--- config.mk ---
export PLATFORM = sky130hd
export DESIGN_NAME = csi2tx_n_lane_ldl
export DESIGN_NICKNAME = d
export VERILOG_FILES = /design/src/rtl/csi2tx_n_lane_ldl.sv
export SDC_FILE = /design/constraint.sdc
export NUM_CORES = 1
export LEC_CHECK = 0
export ABC_AREA = 1
export ABC_CLOCK_PERIOD_IN_PS = 11100
export CAP_MARGIN = 20
export CORE_ASPECT_RATIO = 0.7
export CORE_MARGIN = 3
export CORE_UTILIZATION = 35
export DETAILED_ROUTE_END_ITERATION = 16
export GPL_ROUTABILITY_DRIVEN = 0
export SYNTH_ARGS = -nofsm -noshare
export SYNTH_HDL_FRONTEND = slang
export SYNTH_SLANG_ARGS = --single-unit
--- constraint.sdc ---
create_clock -name txbyteclkhs -period 11.1 [get_ports txbyteclkhs]
set_input_delay 1.11 -clock txbyteclkhs [delete_from_list [all_inputs] [get_ports txbyteclkhs]]
set_output_delay 1.11 -clock txbyteclkhs [all_outputs]
set_load 0.005 [all_outputs]
--- src/rtl/csi2tx_n_lane_ldl.sv ---
// CSI-2 TX lane distribution layer: stripes bytes of 64-bit FIFO words
// round-robin across 1/2/4/8 PPI HS lanes and sequences the HS exit.
module csi2tx_n_lane_ldl #(
  parameter int MAX_LANES = 8,
  parameter int PKT_LEN_W = 16,
  parameter int HS_EXIT_W = 8
) (
  input  logic                   txbyteclkhs,
  input  logic                   txbyteclkhs_rst_n,
  input  logic                   tinit_start,
  input  logic                   forcetxstopmode,
  input  logic [1:0]             lane_mode,
  input  logic                   enable_hs_transmission,
  input  logic                   csi_byte_fifo_empty,
  input  logic [63:0]            fifo_rd_data,
  input  logic [PKT_LEN_W-1:0]   pkt_len,
  input  logic [MAX_LANES-1:0]   txreadyhs,
  input  logic                   stop_state_dl,
  output logic                   fifo_rd_en,
  output logic                   header_info,
  output logic                   wr_size_decr_pulse,
  output logic [MAX_LANES-1:0]   txrequesths,
  output logic [8*MAX_LANES-1:0] txdatahs,
  output logic                   tx_done,
  output logic                   hs_exit_active
);

  localparam logic [2:0] S_IDLE = 3'd0;
  localparam logic [2:0] S_RDHDR = 3'd1;
  localparam logic [2:0] S_DLY = 3'd2;
  localparam logic [2:0] S_REQ = 3'd3;
  localparam logic [2:0] S_WAIT = 3'd4;
  localparam logic [2:0] S_EXIT = 3'd5;

  localparam logic [HS_EXIT_W-1:0] HS_EXIT_CYCLES = HS_EXIT_W'(8);
  localparam int LW = PKT_LEN_W + 1;
  localparam logic [PKT_LEN_W-1:0] MIN_LEN = PKT_LEN_W'(4);

  logic [2:0]           state_q, state_d;
  logic [3:0]           n_q, n_d, n_sel;
  logic [2:0]           off_q, off_d, idx;
  logic [PKT_LEN_W-1:0] sent_q, sent_d;
  logic [PKT_LEN_W-1:0] len_q, len_d;
  logic [HS_EXIT_W-1:0] exit_q, exit_d;
  logic [MAX_LANES-1:0] req_q, req_d;
  logic                 abort, acc, last, entry;
  logic [3:0]           off_sum;
  logic [LW-1:0]        sent_sum;
  logic                 unused_ready;

  assign unused_ready = ^txreadyhs;

  always_comb begin
    abort = forcetxstopmode | ~tinit_start;
    n_sel = 4'd1 << lane_mode;
    if (n_sel > 4'(MAX_LANES)) n_sel = 4'(MAX_LANES);
    // lane 0 is always requested, so a low req_q[0] marks REQ_HS entry
    entry = (state_q == S_REQ) & ~req_q[0];
    acc = (state_q == S_REQ) & req_q[0] & txreadyhs[0];
    off_sum = {1'b0, off_q} + n_q;
    sent_sum = {1'b0, sent_q} + LW'(n_q);
    last = sent_sum >= {1'b0, len_q};
  end

  always_comb begin
    state_d = state_q;
    n_d = n_q;
    off_d = off_q;
    sent_d = sent_q;
    len_d = len_q;
    exit_d = exit_q;
    req_d = req_q;
    unique case (state_q)
      S_IDLE: begin
        if (enable_hs_transmission & ~csi_byte_fifo_empty) begin
          state_d = S_RDHDR;
          n_d = n_sel;
        end
      end
      S_RDHDR: state_d = S_DLY;
      S_DLY: begin
        len_d = (pkt_len < MIN_LEN) ? MIN_LEN : pkt_len;
        off_d = '0;
        sent_d = '0;
        state_d = S_REQ;
      end
      S_REQ: begin
        if (entry) begin
          for (int k = 0; k < MAX_LANES; k++)
            req_d[k] = (4'(k) < n_q) && (LW'(k) < {1'b0, len_q});
        end else if (acc) begin
          off_d = off_sum[2:0];
          sent_d = sent_sum[PKT_LEN_W] ? '1 : sent_sum[PKT_LEN_W-1:0];
          for (int k = 0; k < MAX_LANES; k++)
            req_d[k] = req_q[k] && ((sent_sum + LW'(k)) < {1'b0, len_q});
          if (last) state_d = S_WAIT;
        end
      end
      S_WAIT: begin
        if (stop_state_dl) begin
          state_d = S_EXIT;
          exit_d = HS_EXIT_CYCLES;
        end
      end
      S_EXIT: begin
        if (exit_q == '0) state_d = S_IDLE;
        else exit_d = exit_q - HS_EXIT_W'(1);
      end
      default: state_d = S_IDLE;
    endcase
    if (abort) begin
      state_d = S_IDLE;
      off_d = '0;
      sent_d = '0;
      len_d = '0;
      exit_d = '0;
      req_d = '0;
    end
  end

  always_ff @(posedge txbyteclkhs or negedge txbyteclkhs_rst_n) begin
    if (!txbyteclkhs_rst_n) begin
      state_q <= S_IDLE;
      n_q <= '0;
      off_q <= '0;
      sent_q <= '0;
      len_q <= '0;
      exit_q <= '0;
      req_q <= '0;
    end else begin
      state_q <= state_d;
      n_q <= n_d;
      off_q <= off_d;
      sent_q <= sent_d;
      len_q <= len_d;
      exit_q <= exit_d;
      req_q <= req_d;
    end
  end

  always_comb begin
    txdatahs = '0;
    idx = '0;
    for (int k = 0; k < MAX_LANES; k++) begin
      idx = off_q + 3'(k);
      if ((state_q == S_REQ) && (4'(k) < n_q) &&
          ((LW'(sent_q) + LW'(k)) < {1'b0, len_q}))
        txdatahs[8*k +: 8] = fifo_rd_data[{idx, 3'b000} +: 8];
    end
  end

  // refill only when this beat drains the word and bytes remain
  assign fifo_rd_en = ~abort &
                      ((state_q == S_RDHDR) | (acc & off_sum[3] & ~last));
  assign header_info = state_q == S_DLY;
  assign wr_size_decr_pulse = entry & ~abort;
  assign txrequesths = req_q & {MAX_LANES{tinit_start}};
  assign tx_done = state_q == S_WAIT;
  assign hs_exit_active = state_q == S_EXIT;

endmodule

-- Word level (Yosys, flattened, before mapping)
Index checks and enable logic that the tools add are counted.
- register bits after elaboration: 58
- bits of input ports: 97
- output and inout port bits: 77
- logic and storage cells: 184
- $add $sub $neg: 24
- order comparisons: 35
- equality and inequality tests: 12
- shift operators: 9
- multiplexer cells: 37
- bitwise gates (word level): 16
- reduce and logical (&&, ||, !) cells: 44
- operator list (kind ; number):
    indexed part select 64 x 7 -> 8 bit ; 8
    less-than comparator 17 x 16 -> 1 bit ; 15
    2-to-1 mux 8 bit ; 15
    2-to-1 mux 16 bit ; 7
    adder 16 x 3 -> 17 bit, second input constant ; 4
    adder 17 x 3 -> 17 bit, second input constant ; 4
    less-than comparator 3 x 16 -> 1 bit, first input constant ; 4
    adder 16 x 2 -> 17 bit, second input constant ; 2
    adder 17 x 2 -> 17 bit, second input constant ; 2
    logical AND 1 bit ; 32
    less-than comparator 1 x 16 -> 1 bit, first input constant ; 2
    less-than comparator 2 x 16 -> 1 bit, first input constant ; 2
    case mux 16 bit (2 select lines) ; 1
    2-to-1 mux 3 bit ; 10
    case mux 3 bit (6 select lines) ; 1
    adder 16 x 1 -> 17 bit, second input constant ; 1
    adder 16 x 4 -> 17 bit ; 1
    adder 17 x 1 -> 17 bit, second input constant ; 1
    greater-or-equal comparator 17 x 16 -> 1 bit ; 1
    less-than comparator 16 bit ; 1
    less-than comparator 16 x 3 -> 1 bit, second input constant ; 1
    less-than comparator 3 x 4 -> 1 bit, first input constant ; 4
    case mux 8 bit (2 select lines) ; 1
    != test 3 bit, second input constant ; 5
    other kinds (27) ; 52

-- Longest topological paths before layout
Gate-level depths: netlist of run 1.
- depth in word-level cells: 8
- gate-level depth with buffers: 30

-- Least setup slack after synthesis of run 1
OpenSTA, ideal clock, no wires.
- path type: register -> register
- start point: register sent_q[1]
- end point: register req_q[1]
- arrival time: 4.161 ns
- path slack: 6.823 ns
- cell stages (with the launch flop): 25
- buffers on the path: 1
- cell sequence: dfrtp_1 clkbuf_1 inv_1 fa_1 xnor2_1 ha_1 inv_1 nor2_2 inv_1 nor2_1 nand2_1 xor2_1 o21ai_1 inv_1 ha_1 a21oi_1 o31a_1 nand2_1 nand2_1 nand2_1 nand2_1 nand2_1 o21ai_1 nand2_1 nand2_1
- cells in the longest elaborated chain, start to end: 8
- RTL lines (what ; RTL line ; source):
    start: declaration ; 42 ; logic [PKT_LEN_W-1:0] sent_q, sent_d;
    start signal: assignment ; 134 ; sent_q <= sent_d;
    adder 16 x 4 -> 17 bit ; 61 ; sent_sum = {1'b0, sent_q} + LW'(n_q);
    adder 17 x 1 -> 17 bit ; 95 ; req_d[k] = req_q[k] && ((sent_sum + LW'(k)) < {1'b0, len_q});
    less-than comparator 17 x 16 -> 1 bit ; 95 ;
    logical AND 1 bit ; 95 ;
    2-to-1 mux 8 bit ; 91 ; end else if (acc) begin
    2-to-1 mux 8 bit ; 88 ; if (entry) begin
    2-to-1 mux 8 bit ; 73 ; unique case (state_q)
    2-to-1 mux 8 bit ; 111 ; if (abort) begin
    end signal: assignment ; 137 ; req_q <= req_d;
    end: declaration ; 45 ; logic [MAX_LANES-1:0] req_q, req_d;
Every way passes these cells. The select of a mux whose other input is x is not followed.
A chain may end at the register's enable or synchronous reset.

-- Final worst setup path of run 1
- start point: register sent_q[3]
- end point: output port txdatahs[55]
- cells in the longest elaborated chain, start to end: 4
- RTL lines (what ; RTL line ; source):
    adder 16 x 3 -> 17 bit ; 147 ; ((LW'(sent_q) + LW'(k)) < {1'b0, len_q}))
    less-than comparator 17 x 16 -> 1 bit ; 147 ;
    logical AND 1 bit ; 146 ; if ((state_q == S_REQ) && (4'(k) < n_q) &&
    2-to-1 mux 8 bit ; 146 ;
    end: declaration ; 23 ; output logic [8*MAX_LANES-1:0] txdatahs,
Every way passes these cells.

==> results.sh, run 1 <==
export IMPL_synth_simple_area_share=0.305
export IMPL_tightestPinTransition_ns=1.05
export IMPL_timing_critical_path_fanout_max=11
export IMPL_nets=2990
export IMPL_dr_first_iter_drc_count=1572
export IMPL_reg2reg_to="req_q[6]$_DFFE_PN0P_"
export IMPL_cp_capture_point="txdatahs[55]"
export IMPL_worstHoldPathType="register to register"
export IMPL_slew_limit_headroom=0.302
export IMPL_synth_cell_types=51
export IMPL_p_sw_w=0.000366
export IMPL_timing_critical_path_to_type="output port"
export IMPL_clkTransAtPathRegs_ns=0.06
export IMPL_postSynthNetCount=2857
export IMPL_fp_coreArea_sq_mm=0.0425
export IMPL_yosys_area_share_adder=0.222
export IMPL_route_final_wire_length_mm=57.5
export IMPL_drt_pass1_iterations=7
export IMPL_crit_arrival_ns=5.75
export IMPL_post_route_period_util=0.618
export IMPL_swShare=0.399
export IMPL_crit_path_max_delay_cell_type="sky130_fd_sc_hd__dfrtp_1"
export IMPL_leading_register_cell_type_out_of_synthesis="sky130_fd_sc_hd__dfrtp_1"
export IMPL_crit_required_ns=9.99
export IMPL_hold_violations=0
export IMPL_fmax_mhz=146
export IMPL_port_buffers=166
export IMPL_synth_seq_cells=58
export IMPL_power_frac_clock=0.341
export IMPL_hold_buffers=0
export IMPL_number_of_clock_sinks=58
export IMPL_crit_cells=16
export IMPL_reg2reg_slack_ns=5.64
export IMPL_run_status="finished clean"
export IMPL_critPathLaunchType="register"
export IMPL_most_common_layout_cells="650 x sky130_fd_sc_hd__nand2_1, 378 x sky130_fd_sc_hd__inv_1, 283 x sky130_fd_sc_hd__o21ai_0, 265 x sky130_fd_sc_hd__ha_1, 210 x sky130_fd_sc_hd__nor2_1"
export IMPL_detail_route_drc_violations=0
export IMPL_yosys_warnings=0
export IMPL_grt_first_pass_wirelength_mm=88.2
export IMPL_postLayoutCoreUtil=0.415
export IMPL_drive_gt1_frac=0.0445
export IMPL_cts_tree="done"
export IMPL_cell_internal_pwr_w=0.000552
export IMPL_synth_top_family_by_area="simple AND/OR/NAND/NOR gates"
export IMPL_cts_root_buffer_cell="sky130_fd_sc_hd__clkbuf_16"
export IMPL_placement_rows=63
export IMPL_r2r_start="sent_q[1]$_DFFE_PN0P_"
export IMPL_final_min_clock_period_ns=6.86
export IMPL_overflow=0
export IMPL_drv_slew=0
export IMPL_post_drt_wl_per_cell_um=18.1
export IMPL_rsz0062_at_grt="no"
export IMPL_power_frac_seq=0.247
export IMPL_clkLatencyLatePin_ns=0.35
export IMPL_critical_path_n_buffers_inverters=3
export IMPL_mux_contribution_to_synthesized_area=0
export IMPL_ir_drop_v=0.0000586
export IMPL_antenna_found_initial=3
export IMPL_final_setup_skew_ns=0.00623
export IMPL_synthArstFlopShare=1.00
export IMPL_antenna_diode_count=0
export IMPL_drtAntennaViolNets=0
export IMPL_synth_yosys_seq_area_share=0.0959
export IMPL_synth_edf_count=0
export IMPL_total_leakage_power_nw=9.45
export IMPL_setup_tns_final_ns=0
export IMPL_top_level_ports=174
export IMPL_vias=16900
export IMPL_critical_path_top_delay_family="simple AND/OR/NAND/NOR gates"
export IMPL_crit_path_cell_trace="ha_1 > inv_1 > nor2_1 > inv_1 > nor2_1 > xor2_1 > a21oi_1 > a31oi_1 > ha_1 > a21oi_1 > o21a_1 > o221ai_1 > a21oi_1 > nand4_1 > nor2_1 > clkdlybuf4s50_1"
export IMPL_power_per_cell_area_mw_per_mm2=52.0
export IMPL_crit_type="register to output port"
export IMPL_max_stage_delay_ns=0.70
export IMPL_maximum_number_of_pins_on_one_net_before_global_route_repair=124
export IMPL_synth_xor_area_share=0.0920
export IMPL_finalSetupViolCount=0
export IMPL_layout_commonest_cell="sky130_fd_sc_hd__nand2_1"
export IMPL_max_cap_violations=0
export IMPL_synth_compound_area_share=0.165
export IMPL_cts_buffers_inserted=9
export IMPL_synthCells=2493
export IMPL_first_global_vias=15800
export IMPL_drt_vias_per_instance=5.30
export IMPL_syn_area_per_cell_sq_um=6.07
export IMPL_rr_worst_depth=28
export IMPL_syn_to_final_growth_pct=16.6
export IMPL_chipHeight_um=180
export IMPL_start_util=0.356
export IMPL_die_width_um=255
export IMPL_comb_power_share=0.412
export IMPL_hpwl_mm=46.0
export IMPL_design_die_area_sq_mm=0.0458
export IMPL_maximum_buffer_depth_of_the_clock_tree=2
export IMPL_cts_max_level=3
export IMPL_worstSetupStartpoint="sent_q[3]$_DFFE_PN0P_"
export IMPL_syn_area_sq_mm=0.0151
export IMPL_grt_usage=0.244
export IMPL_cts_resized=0
export IMPL_post_cts_buffers=0
==> power by group through the flow <==
stage                     combinational, W  clock (W)  sequential, W
final                             0.000378   0.000313       0.000227
after global routing              0.000427   0.000327       0.000227
after CTS                         0.000373   0.000316       0.000227
after detailed placement          0.000370          0       0.000230
after global placement            0.000363          0       0.000230
after floorplan                   0.000232          0       0.000224
==> worst min path at each step <==
stage,from,end,slack (ns),cells after the start
6_report,req_q[3]$_DFFE_PN0P_,req_q[3]$_DFFE_PN0P_,0.53,2
5_1_grt,req_q[2]$_DFFE_PN0P_,req_q[2]$_DFFE_PN0P_,0.58,2
4_1_cts,req_q[3]$_DFFE_PN0P_,req_q[3]$_DFFE_PN0P_,0.54,2
3_5_place_dp,req_q[3]$_DFFE_PN0P_,req_q[3]$_DFFE_PN0P_,0.52,2
3_3_place_gp,req_q[3]$_DFFE_PN0P_,req_q[3]$_DFFE_PN0P_,0.52,2
2_1_floorplan,req_q[4]$_DFFE_PN0P_,req_q[4]$_DFFE_PN0P_,0.47,2
==> logic make-up after synthesis <==
group	Yosys count
AO/OA/AOI/OAI	476
adder cells (fa/ha/maj)	267
XOR/XNOR	159
flip-flops	58
buffers and inverters	462
AND/OR/NAND/NOR	1071
==> tightest hold or removal path, delay by kind of cell, from the launching register on <==
kind             cells  cell delay (ns)
flip-flops           1             0.38
AND/OR/NAND/NOR      2             0.12
==> cell type report <==
class,count,area (sq um)
Multi-Input combinational cell,1973,11900
Inverter,400,1510
Tap cell,552,691
Clock buffer,9,225
Clock inverter,7,101
Fill cell,4508,24800
Timing Repair Buffer,184,1790
Sequential cell,58,1460
==> cell usage after synthesis, types with 3 or more instances <==
cell / instances / area (sq um)
sky130_fd_sc_hd__clkbuf_1: 40 / 150
sky130_fd_sc_hd__clkinv_1: 6 / 22.5
sky130_fd_sc_hd__buf_6: 6 / 67.6
sky130_fd_sc_hd__dfrtp_1: 58 / 1450
sky130_fd_sc_hd__nor3_2: 3 / 30.0
sky130_fd_sc_hd__nand3_1: 76 / 380
sky130_fd_sc_hd__o211ai_1: 5 / 37.5
sky130_fd_sc_hd__ha_1: 265 / 3320
sky130_fd_sc_hd__nand2_1: 650 / 2440
sky130_fd_sc_hd__nor2_2: 11 / 68.8
sky130_fd_sc_hd__nand3_2: 5 / 50.1
sky130_fd_sc_hd__nand3b_1: 5 / 37.5
sky130_fd_sc_hd__inv_1: 378 / 1420
sky130_fd_sc_hd__o31a_1: 6 / 52.6
sky130_fd_sc_hd__a31oi_1: 5 / 31.3
sky130_fd_sc_hd__inv_4: 3 / 18.8
sky130_fd_sc_hd__o21ai_0: 283 / 1420
sky130_fd_sc_hd__buf_2: 6 / 30.0
sky130_fd_sc_hd__or2_2: 4 / 25.0
sky130_fd_sc_hd__nand2_2: 19 / 119
sky130_fd_sc_hd__nor4_1: 5 / 31.3
sky130_fd_sc_hd__a21oi_1: 141 / 706
sky130_fd_sc_hd__nand4_1: 39 / 244
sky130_fd_sc_hd__o21ai_1: 8 / 40.0
sky130_fd_sc_hd__nor3_1: 23 / 115
sky130_fd_sc_hd__buf_1: 6 / 22.5
sky130_fd_sc_hd__nor2_4: 5 / 56.3
sky130_fd_sc_hd__nand3_4: 3 / 52.6
sky130_fd_sc_hd__inv_2: 12 / 45.0
sky130_fd_sc_hd__buf_4: 4 / 30.0
sky130_fd_sc_hd__nor2_1: 210 / 788
sky130_fd_sc_hd__xnor2_1: 12 / 105
sky130_fd_sc_hd__o22ai_1: 10 / 62.6
sky130_fd_sc_hd__nand2_4: 8 / 90.1
sky130_fd_sc_hd__a211oi_1: 4 / 30.0
sky130_fd_sc_hd__xor2_1: 147 / 1290
==> per-layer routing <==
metal  track usage  vias up  wire length (um)
met5             0        -                38
met4        0.0713        6              1760
met3        0.0618      108              5750
li1              -     8321                 -
met2         0.379      706             24100
met1         0.331     7723             25900
==> per-stage QoR <==
stage	hold WS (ns)	std cells	setup WS, ns	power (W)	area [sq um]
after floorplan	0.470	2493	6.82	0.000456	15100
after global placement	0.521	3167	5.07	0.000593	17300
after detailed placement	0.523	3167	4.98	0.000600	17300
after CTS	0.536	3183	4.59	0.000916	17600
after global routing	0.578	3183	4.13	0.000981	17600
final	0.533	3183	4.24	0.000918	17600
==> state kept, by name (all words and copies together) (netlist names) <==
| signal | cells |
|---|---|
| exit_q | 8 |
| len_q | 16 |
| n_q | 4 |
| off_q | 3 |
| req_q | 8 |
| sent_q | 16 |
| state_q | 3 |
(Power assumes the default switching activity.)
==> run 2, diff against run 1 <==
ABC_CLOCK_PERIOD_IN_PS = 6500   (was 11100)
clock period = 6.5 ns   (was 11.1 ns; I/O delays follow)
==> results.sh, run 2 (synthesis gave the netlist of run 1 again) <==
export IMPL_dr_first_iter_drc_count=1693
export IMPL_run_status="finished clean"
export IMPL_post_cts_buffers=0
export IMPL_worstHoldPathType="primary input to async pin"
export IMPL_maximum_buffer_depth_of_the_clock_tree=2
export IMPL_cts_tree="done"
export IMPL_hpwl_mm=46.9
export IMPL_rsz0062_at_grt="no"
export IMPL_setup_tns_final_ns=0
export IMPL_final_min_clock_period_ns=6.00
export IMPL_cts_resized=0
export IMPL_final_setup_skew_ns=0.00737
export IMPL_worstSetupStartpoint="sent_q[5]$_DFFE_PN0P_"
export IMPL_max_cap_violations=0
export IMPL_antenna_diode_count=0
export IMPL_drt_pass1_iterations=6
export IMPL_most_common_layout_cells="650 x sky130_fd_sc_hd__nand2_1, 378 x sky130_fd_sc_hd__inv_1, 283 x sky130_fd_sc_hd__o21ai_0, 265 x sky130_fd_sc_hd__ha_1, 210 x sky130_fd_sc_hd__nor2_1"
export IMPL_reg2reg_to="req_q[2]$_DFFE_PN0P_"
export IMPL_timing_critical_path_to_type="output port"
export IMPL_maximum_number_of_pins_on_one_net_before_global_route_repair=123
export IMPL_layout_commonest_cell="sky130_fd_sc_hd__nand2_1"
export IMPL_die_width_um=255
export IMPL_route_final_wire_length_mm=58.2
export IMPL_top_level_ports=174
export IMPL_drive_gt1_frac=0.0484
export IMPL_number_of_clock_sinks=58
export IMPL_chipHeight_um=180
export IMPL_detail_route_drc_violations=0
export IMPL_rr_worst_depth=30
export IMPL_preCtsSetupSlack_ns=1.16
export IMPL_fin_worst_hold_slack_ns=0.460
export IMPL_cts_max_level=3
export IMPL_clkTransAtPathRegs_ns=0.06
export IMPL_slew_limit_headroom=0.288
export IMPL_grt_usage=0.248
export IMPL_syn_to_final_growth_pct=17.0
export IMPL_fin_ws_ns=0.499
export IMPL_fmax_mhz=167
export IMPL_nets=3003
export IMPL_drv_slew=0
export IMPL_final_cell_count_no_fill=3196
export IMPL_ir_drop_v=0.0000914
export IMPL_port_buffers=166
export IMPL_post_drt_wl_per_cell_um=18.2
export IMPL_post_route_period_util=0.923
export IMPL_reg2reg_slack_ns=1.34
export IMPL_largestRegisters="len_q x16, sent_q x16"
export IMPL_hold_violations=0
export IMPL_crit_type="register to output port"
export IMPL_total_leakage_power_nw=9.50
export IMPL_r2r_start="sent_q[0]$_DFFE_PN0P_"
export IMPL_overflow=0
export IMPL_fp_coreArea_sq_mm=0.0425
export IMPL_cts_buffers_inserted=9
export IMPL_first_global_vias=15900
export IMPL_cts_root_buffer_cell="sky130_fd_sc_hd__clkbuf_16"
export IMPL_power_per_cell_area_mw_per_mm2=85.6
export IMPL_start_util=0.356
export IMPL_finalSetupViolCount=0
export IMPL_crit_required_ns=5.85
export IMPL_post_place_cells=3179
export IMPL_antenna_found_initial=0
export IMPL_placement_rows=63
export IMPL_clkLatencyLatePin_ns=0.35
export IMPL_vias=17000
export IMPL_drtAntennaViolNets=0
export IMPL_design_die_area_sq_mm=0.0458
export IMPL_crit_arrival_ns=5.35
export IMPL_critPathLaunchType="register"
export IMPL_timing_critical_path_fanout_max=10
export IMPL_grt_first_pass_wirelength_mm=89.1
export IMPL_tightestPinTransition_ns=1.07
export IMPL_hold_buffers=0
export IMPL_drt_vias_per_instance=5.32
## run 2: layout make-up
class | instances | area, sq um
clock buffers | 11 | 233
clock inverters | 5 | 55.1
fillers | 4452 | 24800
inverters | 400 | 1510
multi-input cells | 1973 | 11900
flip-flops and latches | 58 | 1460
well taps | 552 | 691
repair buffers | 197 | 1890
## run 2: worst max-delay path: stages, from the launching register on
cell	delay [ns]
sky130_fd_sc_hd__dfrtp_1	0.77
sky130_fd_sc_hd__nand2_4	0.22
sky130_fd_sc_hd__nor2_1	0.58
sky130_fd_sc_hd__inv_1	0.12
sky130_fd_sc_hd__nor2_1	0.14
sky130_fd_sc_hd__xor2_1	0.58
sky130_fd_sc_hd__ha_1	0.37
sky130_fd_sc_hd__a21oi_1	0.17
sky130_fd_sc_hd__nor2_1	0.06
sky130_fd_sc_hd__a211oi_1	0.18
sky130_fd_sc_hd__o211ai_1	0.12
sky130_fd_sc_hd__nor2_1	0.29
sky130_fd_sc_hd__nand4_1	0.55
sky130_fd_sc_hd__nor2_1	0.30
sky130_fd_sc_hd__clkdlybuf4s50_1	0.54
## run 2: metrics by stage
stage	util	area [sq um]	power, W
3_3_place_gp	0.410	17400	0.00101
2_1_floorplan	-	15100	0.000778
5_1_grt	0.417	17700	0.00162
3_5_place_dp	0.410	17400	0.00102
4_1_cts	0.417	17700	0.00151
6_report	0.417	17700	0.00152
## run 2: worst max path at each step
stage	slack, ns	endpoint	cells past startpoint
final	0.50	txdatahs[34]	14
after detailed placement	1.16	txdatahs[39]	14
after global placement	1.23	txdatahs[34]	17
after CTS	0.78	txdatahs[39]	14
after global routing	0.47	txdatahs[50]	15
after floorplan	2.22	req_q[1]$_DFFE_PN0P_	24
## run 2: metal layers
metal,track usage,part of all wire,routed length (um),up-vias
met3,0.0424,0.10,5890,110
met5,0,0,0,-
met4,0.0756,0.030,1760,0
met1,0.350,0.45,26100,7768
li1,-,-,-,8351
met2,0.384,0.42,24500,778
## run 2: where the power goes
part           total [W]  leakage, nW  switching (W)  internal, W
sequential      0.000383        0.800      0.0000142     0.000369
clock           0.000484        0.136       0.000188     0.000296
combinational   0.000648         8.57       0.000411     0.000237
total            0.00152         9.50       0.000614     0.000902
